File: src/rtl/mem_arbiter_if.sv
// mem_arbiter_if: fetch, data and memory-side signals of the two-requester memory arbiter.
interface mem_arbiter_if;
  logic        IReq;
  logic [31:0] IAdr;
  logic        IGnt;
  logic        IRdValid;
  logic [31:0] IRdData;
  logic        DReq;
  logic [31:0] DAdr;
  logic        DWriteEn;
  logic [3:0]  DWriteByteEn;
  logic [31:0] DWriteData;
  logic        DGnt;
  logic        DDone;
  logic [31:0] DRdData;
  logic        MemEn;
  logic [31:0] MemAdr;
  logic        MemWriteEn;
  logic [3:0]  MemWriteByteEn;
  logic [31:0] MemWriteData;
  logic        MemDone;
  logic [31:0] MemReadData;
  logic        BusErr;
  modport slave (
    input  IReq, IAdr, DReq, DAdr, DWriteEn, DWriteByteEn, DWriteData, MemDone, MemReadData,
    output IGnt, IRdValid, IRdData, DGnt, DDone, DRdData,
           MemEn, MemAdr, MemWriteEn, MemWriteByteEn, MemWriteData, BusErr
  );
  modport master (
    output IReq, IAdr, DReq, DAdr, DWriteEn, DWriteByteEn, DWriteData, MemDone, MemReadData,
    input  IGnt, IRdValid, IRdData, DGnt, DDone, DRdData,
           MemEn, MemAdr, MemWriteEn, MemWriteByteEn, MemWriteData, BusErr
  );
endinterface

File: src/rtl/mem_arbiter.sv
// mem_arbiter: single-outstanding fetch/data memory arbiter with wait timeout and sticky BusErr.
// MEM_ARBITER_RR_EN selects round-robin between simultaneous requests; otherwise data wins.
module mem_arbiter #(
  parameter int unsigned MAX_WAIT = 255
) (
  input logic         clk,
  input logic         reset,
  mem_arbiter_if.slave bus
);
  typedef enum logic [1:0] {IDLE, IBUSY, DBUSY} state_t;
  state_t      state;
  logic [15:0] wait_cnt;
  logic [31:0] adr, wdata;
  logic [3:0]  be;
  logic        we, err, idle, pick_d, tmo, fin;
`ifdef MEM_ARBITER_RR_EN
  logic ptr_d;
  assign pick_d = bus.DReq && (!bus.IReq || ptr_d);
`else
  assign pick_d = bus.DReq;
`endif
  assign idle = state == IDLE;
  // MemDone on the last allowed cycle wins over the timeout
  assign tmo  = !bus.MemDone && wait_cnt == 16'(MAX_WAIT - 1);
  assign fin  = bus.MemDone || tmo;
  assign bus.DGnt           = idle && pick_d;
  assign bus.IGnt           = idle && bus.IReq && !pick_d;
  assign bus.IRdValid       = state == IBUSY && fin;
  assign bus.DDone          = state == DBUSY && fin;
  assign bus.IRdData        = state == IBUSY && bus.MemDone ? bus.MemReadData : '0;
  assign bus.DRdData        = state == DBUSY && bus.MemDone ? bus.MemReadData : '0;
  assign bus.MemEn          = !idle;
  assign bus.MemAdr         = adr;
  assign bus.MemWriteEn     = we;
  assign bus.MemWriteByteEn = be;
  assign bus.MemWriteData   = wdata;
  assign bus.BusErr         = err;
  always_ff @(posedge clk or negedge reset) begin
    if (!reset) begin
      state    <= IDLE;
      wait_cnt <= '0;
      err      <= 1'b0;
      adr      <= '0;
      we       <= 1'b0;
      be       <= '0;
      wdata    <= '0;
`ifdef MEM_ARBITER_RR_EN
      ptr_d    <= 1'b1;
`endif
    end else if (idle) begin
      wait_cnt <= '0;
      if (bus.DGnt) begin
        state <= DBUSY;
        adr   <= bus.DAdr;
        we    <= bus.DWriteEn;
        be    <= bus.DWriteByteEn;
        wdata <= bus.DWriteData;
      end else if (bus.IGnt) begin
        state <= IBUSY;
        adr   <= bus.IAdr;
        we    <= 1'b0;
        be    <= '0;
        wdata <= '0;
      end
`ifdef MEM_ARBITER_RR_EN
      if (bus.DGnt || bus.IGnt) ptr_d <= bus.IGnt;
`endif
    end else if (fin) begin
      state <= IDLE;
      err   <= err | tmo;
      adr   <= '0;
      we    <= 1'b0;
      be    <= '0;
      wdata <= '0;
    end else begin
      wait_cnt <= wait_cnt + 16'd1;
    end
  end
endmodule

File: src/flat_wrapper.sv
// flat-port wrapper written by rule: the top's interface ports become plain ports
module mem_arbiter_flat 
#(
  parameter int unsigned MAX_WAIT = 255
)
  (clk, reset, bus_IReq, bus_IAdr, bus_DReq, bus_DAdr, bus_DWriteEn, bus_DWriteByteEn, bus_DWriteData, bus_MemDone, bus_MemReadData, bus_IGnt, bus_IRdValid, bus_IRdData, bus_DGnt, bus_DDone, bus_DRdData, bus_MemEn, bus_MemAdr, bus_MemWriteEn, bus_MemWriteByteEn, bus_MemWriteData, bus_BusErr);
  mem_arbiter_if bus_i ();
  input logic clk;
  input logic reset;
  input wire logic [$bits(bus_i.IReq)-1:0] bus_IReq;
  input wire logic [$bits(bus_i.IAdr)-1:0] bus_IAdr;
  input wire logic [$bits(bus_i.DReq)-1:0] bus_DReq;
  input wire logic [$bits(bus_i.DAdr)-1:0] bus_DAdr;
  input wire logic [$bits(bus_i.DWriteEn)-1:0] bus_DWriteEn;
  input wire logic [$bits(bus_i.DWriteByteEn)-1:0] bus_DWriteByteEn;
  input wire logic [$bits(bus_i.DWriteData)-1:0] bus_DWriteData;
  input wire logic [$bits(bus_i.MemDone)-1:0] bus_MemDone;
  input wire logic [$bits(bus_i.MemReadData)-1:0] bus_MemReadData;
  output wire logic [$bits(bus_i.IGnt)-1:0] bus_IGnt;
  output wire logic [$bits(bus_i.IRdValid)-1:0] bus_IRdValid;
  output wire logic [$bits(bus_i.IRdData)-1:0] bus_IRdData;
  output wire logic [$bits(bus_i.DGnt)-1:0] bus_DGnt;
  output wire logic [$bits(bus_i.DDone)-1:0] bus_DDone;
  output wire logic [$bits(bus_i.DRdData)-1:0] bus_DRdData;
  output wire logic [$bits(bus_i.MemEn)-1:0] bus_MemEn;
  output wire logic [$bits(bus_i.MemAdr)-1:0] bus_MemAdr;
  output wire logic [$bits(bus_i.MemWriteEn)-1:0] bus_MemWriteEn;
  output wire logic [$bits(bus_i.MemWriteByteEn)-1:0] bus_MemWriteByteEn;
  output wire logic [$bits(bus_i.MemWriteData)-1:0] bus_MemWriteData;
  output wire logic [$bits(bus_i.BusErr)-1:0] bus_BusErr;
  assign bus_i.IReq = bus_IReq;
  assign bus_i.IAdr = bus_IAdr;
  assign bus_i.DReq = bus_DReq;
  assign bus_i.DAdr = bus_DAdr;
  assign bus_i.DWriteEn = bus_DWriteEn;
  assign bus_i.DWriteByteEn = bus_DWriteByteEn;
  assign bus_i.DWriteData = bus_DWriteData;
  assign bus_i.MemDone = bus_MemDone;
  assign bus_i.MemReadData = bus_MemReadData;
  assign bus_IGnt = bus_i.IGnt;
  assign bus_IRdValid = bus_i.IRdValid;
  assign bus_IRdData = bus_i.IRdData;
  assign bus_DGnt = bus_i.DGnt;
  assign bus_DDone = bus_i.DDone;
  assign bus_DRdData = bus_i.DRdData;
  assign bus_MemEn = bus_i.MemEn;
  assign bus_MemAdr = bus_i.MemAdr;
  assign bus_MemWriteEn = bus_i.MemWriteEn;
  assign bus_MemWriteByteEn = bus_i.MemWriteByteEn;
  assign bus_MemWriteData = bus_i.MemWriteData;
  assign bus_BusErr = bus_i.BusErr;
  mem_arbiter #(.MAX_WAIT(MAX_WAIT)) u_core (.clk(clk), .reset(reset), .bus(bus_i));
endmodule
File: config.mk
export PLATFORM = sky130hd
export DESIGN_NAME = mem_arbiter_flat
export DESIGN_NICKNAME = d
export VERILOG_FILES = /design/src/rtl/mem_arbiter_if.sv /design/src/rtl/mem_arbiter.sv /design/src/flat_wrapper.sv
export SDC_FILE = /design/constraint.sdc
export NUM_CORES = 1
export LEC_CHECK = 0
export CORE_AREA = 2 2 102 124
export DETAILED_ROUTE_END_ITERATION = 12
export DIE_AREA = 0 0 104 126
export HOLD_SLACK_MARGIN = 0.12
export PLACE_DENSITY = 0.95
export SLEW_MARGIN = 20
export SYNTH_ARGS = -nofsm -noshare
export SYNTH_HDL_FRONTEND = slang
export SYNTH_SLANG_ARGS = --single-unit
File: constraint.sdc
create_clock -name clk -period 5.45 [get_ports clk]
set_clock_uncertainty 0.05 [all_clocks]
set_input_delay 0.545 -clock clk [delete_from_list [all_inputs] [get_ports clk]]
set_output_delay 0.545 -clock clk [all_outputs]
set_load 0.05 [all_outputs]
# After elaboration in Yosys (flattened, before gate mapping)
# Cells that the tools add are included.
[totals]
latchBits = 0
in_bits = 138
mem_count = 0
mem_bits_rw = 0
rom_bits = 0
regBits = 88
wordCells = 54
[classes]
n_addsub = 1
n_eq_ne = 5
div_mod_pow = 0
shift = 0
n_mux = 23
bitwise_logic = 2
reduce_logical = 16
order_cmp = 0
mul = 0
[ops]
columns = ["operator", "n"]
rows = [
  ["32-bit two-way mux", 9],
  ["16-bit two-way mux", 2],
  ["16-bit by 1-bit adder with 16-bit output, second input constant", 1],
  ["16-bit by 8-bit == test with 1-bit output, second input constant", 1],
  ["4-bit two-way mux", 4],
  ["1-bit logical AND", 8],
  ["2-bit two-way mux", 4],
  ["1-bit two-way mux", 4],
  ["2-bit AND reduction", 2],
  ["1-bit zero test", 3],
  ["3-bit inequality test, second input constant", 1],
  ["2-bit by 1-bit == test with 1-bit output, second input constant", 1],
  ["2-bit == test, second input constant", 1],
  ["2-bit zero test", 1],
  ["2-bit by 1-bit inequality test with 1-bit output, second input constant", 1],
  ["2-bit nonzero test", 1],
  ["1-bit logical OR", 1],
  ["1-bit inverter", 1],
  ["1-bit OR", 1],
]

# Longest topological paths before layout
[depth]
ltp_word = 6
depth_mapped = 7

# Worst setup path before layout
# Ideal clock, no wire load.
[synth_timing]
path_type = "register -> output"
startpoint = "register u_core.wait_cnt[11]"
endpoint = "output bus_DDone"
n_path_buf = 0
slack_ns = 2.246
path_stages_with_launch = 5
arrival_time_ns = 2.609
path_cell_list = "dfrtp_1 > or4_4 > nor3_4 > a21oi_1 > nor3b_1"
[synth_via]
elab_chain_cells = 4
[synth_rtl]
columns = ["item", "line", "rtl"]
rows = [
  ["start, declared", "mem_arbiter.sv:12", "logic [15:0] wait_cnt;"],
  ["start signal, assigned", "mem_arbiter.sv:76", "wait_cnt <= wait_cnt + 16'd1;"],
  ["16-bit by 8-bit == test with 1-bit output", "mem_arbiter.sv:24", "assign tmo = !bus.MemDone && wait_cnt == 16'(MAX_WAIT - 1);"],
  ["1-bit logical AND", "mem_arbiter.sv:24", ""],
  ["1-bit logical OR", "mem_arbiter.sv:25", "assign fin = bus.MemDone || tmo;"],
  ["1-bit logical AND", "mem_arbiter.sv:29", "assign bus.DDone = state == DBUSY && fin;"],
  ["end, declared", "flat_wrapper.sv:23", "output wire logic [$bits(bus_i.DDone)-1:0] bus_DDone;"],
]
# No other way between the ends.

# Worst setup path in the final report
[layout_timing]
startpoint = "register u_core.wait_cnt[11]"
endpoint = "output bus_IRdValid"
[layout_via]
elab_chain_cells = 4
[layout_rtl]
columns = ["item", "line", "rtl"]
rows = [
  ["16-bit by 8-bit == test with 1-bit output", "mem_arbiter.sv:24", ""],
  ["1-bit logical AND", "mem_arbiter.sv:24", ""],
  ["1-bit logical OR", "mem_arbiter.sv:25", ""],
  ["1-bit logical AND", "mem_arbiter.sv:28", "assign bus.IRdValid = state == IBUSY && fin;"],
  ["end, declared", "flat_wrapper.sv:20", "output wire logic [$bits(bus_i.IRdValid)-1:0] bus_IRdValid;"],
]
# No other way between the ends.

==> results.txt <==
----------------------------------------------------
[Synthesis]
  Most frequent cells after synthesis ... 88 x sky130_fd_sc_hd__dfrtp_1, 82 x sky130_fd_sc_hd__nand2_1, 65 x sky130_fd_sc_hd__and2_1, 61 x sky130_fd_sc_hd__o21ai_0, 40 x sky130_fd_sc_hd__a21oi_1
  Portion of synthesized cell area occupied by the leading cell type ... 0.4360
  Dominant synthesized flop cell ... sky130_fd_sc_hd__dfrtp_1
  Yosys synthesis warning count ... 0
  Sequential share of the synthesized area ... 0.4360
  Count of unique library cells instantiated by Yosys ... 46
  Syn_area_per_cell ... between 8 and 9 um^2
  Fraction of the mapped netlist area in compound gates ... 0.2058
  Flop and latch count out of synthesis ... about 90
  Net count after synthesis ... just over 700
  Cell with the most instances after synthesis ... sky130_fd_sc_hd__dfrtp_1
  Top cells by area in the synthesized netlist ... sky130_fd_sc_hd__dfrtp_1 44%, sky130_fd_sc_hd__and2_1 8.1%, sky130_fd_sc_hd__mux2i_1 6.7%
  Share of synthesized cell area in full adder, half adder and majority cells ... 0.004954
  Share of async-settable or async-resettable flops after synthesis ... 1.000
  Main combinational cell family by area after synthesis ... simple AND/OR/NAND/NOR gates
  Instance count of the mapped netlist ... about 570
  Synthesized-area fraction occupied by and/or/nand/nor cells ... 0.2368
  Mux cell area share after synthesis ... 0.06738
  Post-synth EDFFs ... 0
  Area share of xor/xnor cells in the synthesized design ... 0
  Cell accounting for the most synthesized area ... sky130_fd_sc_hd__dfrtp_1
  Summed instance area of the synthesized netlist ... about 5100 um^2

[Detailed routing]
  Antenna violation net count after detailed routing ... 0
  Drt initial violations ... 273
  Met2 Wirelength ... 8353 um
  Wire length per cell after detailed routing ... around 16 um
  Via-per-instance ratio ... 5.386
  Detailed-route wire length on metal 1 ... just over 6000 um
  Post-route DRC ... 0
  Routed length on met3 ... between 1000 and 1500 um
  Total wirelength of the detailed-routed design ... between 15,000 and 20,000 um
  Topmost layer with routed signal wires ... met4
  Detailed Routing Iterations Pass 1 ... 5
  Vias ... 5,284

[Die]
  CORE AREA ... 11,890 um^2
  DIE WIDTH ... ~100 um
  Initial core utilization ... 0.4248
  Die extent in y ... about 130 um
  I/O pin count ... 277
  Number of cell rows ... 44
  Die Footprint ... between 10,000 and 15,000 um^2

[Worst setup path]
  Family with the most delay on the worst path ... simple AND/OR/NAND/NOR gates
  Category of the most critical setup path ... register to primary output
  Kind of end point of the critical path ... primary output
  Cell type of the slowest stage on the worst timing path ... sky130_fd_sc_hd__clkdlybuf4s50_1
  Critical path startpoint category ... register
  RR Startpoint ... u_core.wait_cnt[11]
  Required arrival time at the worst endpoint ... between 4 and 5 ns
  Arrival time at the worst endpoint ... 3.01 ns
  Setup crit start ... u_core.wait_cnt[11]
  Worst path max stage delay ... ~0.84 ns
  Buffer and inverter count on the worst path ... 1
  Worst-path cell chain ... or4_4 -> nor3_4 -> a21oi_1 -> nor3b_1 -> clkdlybuf4s50_1
  Largest fanout on the critical path ... 7

[Pwr]
  IR Drop Worst-Case VDD ... ~0.00027 V
  Total power divided by cell area ... 370.5 nW/um^2
  Design Power ... about 3 mW
  Internal power ... approximately 1.7 mW
  Proportion of power drawn by the clock network ... 0.213
  Share of power burned in combinational logic ... 0.486
  Share of total power consumed by net switching ... 0.4463
  Leakage power summed over all cells ... approximately 3.3 nW
  Sequential share of power ... 0.301
  Switching power summed over all nets ... roughly 1.3 mW

[Run]
  Max-capacitance violation count ... 0

[Timing]
  Slew margin rel. ... 0.3190
  Setup-failing EPs final ... 0
  Setup repair after global routing missed its margin ... false
  Transition time of the tightest slew-check pin ... between 1 and 1.5 ns
  Pins Over Slew Limit ... 0
  Fmax ... 277.2 MHz
  Minimum clock period ... between 3 and 4 ns
  Period utilization ... 0.6618
  Final Hold Vio Count ... 0
  Summed negative setup slack over all endpoints ... 0 ns

[Final layout]
  Filler cells ... ~900
  Ant. Diodes ... 0
  Number of nets in the finished design ... 955
  Proportion of layout cells with a drive suffix above 1 ... 0.05732
  Post-route standard cell area excluding fillers ... just over 8000 um^2
  Area added between synthesis and finish ... 61.58%

[GRT]
  Largest net degree at the start of global routing ... 102
  Via count of the first global-routing pass ... roughly 5.3k
  Antenna violations before repair ... 0
  Aggregate global routing overflow ... 0
  Combined global-route utilization of all metal layers ... 0.2461
  Global-route wire length before repair ... ~26,000 um

[CTS]
  Clock latency of the later-clocked register in the worst-skew pair ... ~0.33 ns
  Buffer cell driving the clock tree root ... sky130_fd_sc_hd__clkbuf_16
  Number of setup buffers added after CTS ... 0
  Maximum count of clock buffers along a single path ... 2
  TritonCTS clock tree ... built
  Clk slew on worst S/H paths ... about 0.07 ns
  Post-CTS Resized ... 0
  Clock sink count ... roughly 90
  Number of buffers added by the clock tree synthesis step ... 9
  Clock H-tree levels ... 3
  Hold bufs inserted after CTS ... 1

[Place]
  Global placement routability congestion ... 0.8234
  Post-detail-place hpwl ... ~11,000 um
  Placed instance area ... 7838 um^2
  Number of input and output port buffers inserted ... ~280

[Run status]
  Outcome ... finished, final reports clean

[Hold path]
  Hold WC Path Type ... register to register
  Source of the worst hold timing path ... u_core.bus.BusErr

----------------------------------------------------
## cell families after synthesis
kind of cell / after synthesis
mux: 34
simple gates: 223
flops: 88
buf+inv: 51
compound gates: 170
fa+ha+maj: 2
## worst reg2reg max path, delay by kind of cell (launching register included)
kind / cells / cell delay [ns]
flip-flops: 1 / 0.41
AO/OA/AOI/OAI: 1 / 0.28
AND/OR/NAND/NOR: 3 / 1.77
## sequential cells by signal (all words and copies together) (netlist names)
register,flops
u_core.bus.MemWriteEn,1
u_core.state,2
u_core.bus.MemWriteByteEn,4
u_core.wait_cnt,16
u_core.bus.BusErr,1
u_core.bus.MemAdr,32
u_core.bus.MemWriteData,32
## cell type report
class | count | area (um^2) | area share
inverters | 3 | 11.26 | 0.001380
repair buffers | 284 | 2818 | 0.3452
clock buffers | 10 | 239.0 | 0.02928
well taps | 161 | 201.4 | 0.02468
clock inverters | 6 | 75.07 | 0.009198
flip-flops and latches | 88 | 2202 | 0.2698
multi-input cells | 429 | 2615 | 0.3204
## metrics by stage
step                      cells    util  hold WS, ns  setup slack [ns]
after global placement      964  0.6591       0.3744             1.949
final                       981  0.6863       0.4193             1.843
after CTS                   981  0.6863       0.4215             1.816
after floorplan             568       -       0.1994             2.246
after detailed placement    964  0.6591       0.3769             1.837
after global routing        981  0.6863       0.4460             1.651
## path summary, 6_finish.rpt
path                                               end  slack [ns]  cells past startpoint
min in group asynchronous  u_core.bus.MemWriteData[29]        0.55                      2
hold / removal                       u_core.bus.BusErr        0.42                      1
max in group asynchronous         u_core.bus.MemAdr[5]        3.61                      3
setup reg to reg                 u_core.bus.MemAdr[10]        2.76                      4
setup / recovery                          bus_IRdValid        1.84                      5
hold reg to reg                      u_core.bus.BusErr        0.42                      1
## power groups by stage
stage | Clock [mW] | Sequential, mW | Combinational [mW]
detailed placement | 0 | 0.917 | 1.47
global route | 0.693 | 0.929 | 1.55
global placement | 0 | 0.910 | 1.45
floorplan | 0 | 1.36 | 0.464
CTS | 0.660 | 0.908 | 1.48
finish | 0.645 | 0.910 | 1.47
## layer usage
| layer | track usage | vias to the layer above |
|---|---|---|
| met5 | 0 | - |
| met3 | 0.05435 | 41 |
| li1 | - | 2518 |
| met4 | 0.09936 | 0 |
| met1 | 0.2854 | 2490 |
| met2 | 0.4404 | 235 |
## placed cells by master, fill, tap and decap left out, types with 3 or more instances in the layout
cell type / synthesis / routed
sky130_fd_sc_hd__nor3_1: 33 / 33
sky130_fd_sc_hd__a21o_1: 3 / 3
sky130_fd_sc_hd__clkdlybuf4s50_1: 0 / 274
sky130_fd_sc_hd__a31oi_1: 3 / 3
sky130_fd_sc_hd__a21oi_1: 40 / 40
sky130_fd_sc_hd__or3_1: 4 / 4
sky130_fd_sc_hd__a22oi_1: 37 / 37
sky130_fd_sc_hd__mux2i_1: 34 / 34
sky130_fd_sc_hd__inv_1: 3 / 3
sky130_fd_sc_hd__clkbuf_16: 0 / 9
sky130_fd_sc_hd__or2_2: 3 / 3
sky130_fd_sc_hd__and2_1: 65 / 65
sky130_fd_sc_hd__o21ai_0: 61 / 61
sky130_fd_sc_hd__dfrtp_1: 88 / 88
sky130_fd_sc_hd__nand3_1: 4 / 4
sky130_fd_sc_hd__nand2_1: 82 / 82
sky130_fd_sc_hd__nand2b_1: 4 / 4
sky130_fd_sc_hd__buf_4: 0 / 8
sky130_fd_sc_hd__nor2_1: 7 / 6
sky130_fd_sc_hd__nor3b_1: 3 / 3
sky130_fd_sc_hd__o21ai_2: 10 / 10
No activity file was read; power rests on OpenSTA's default activity.
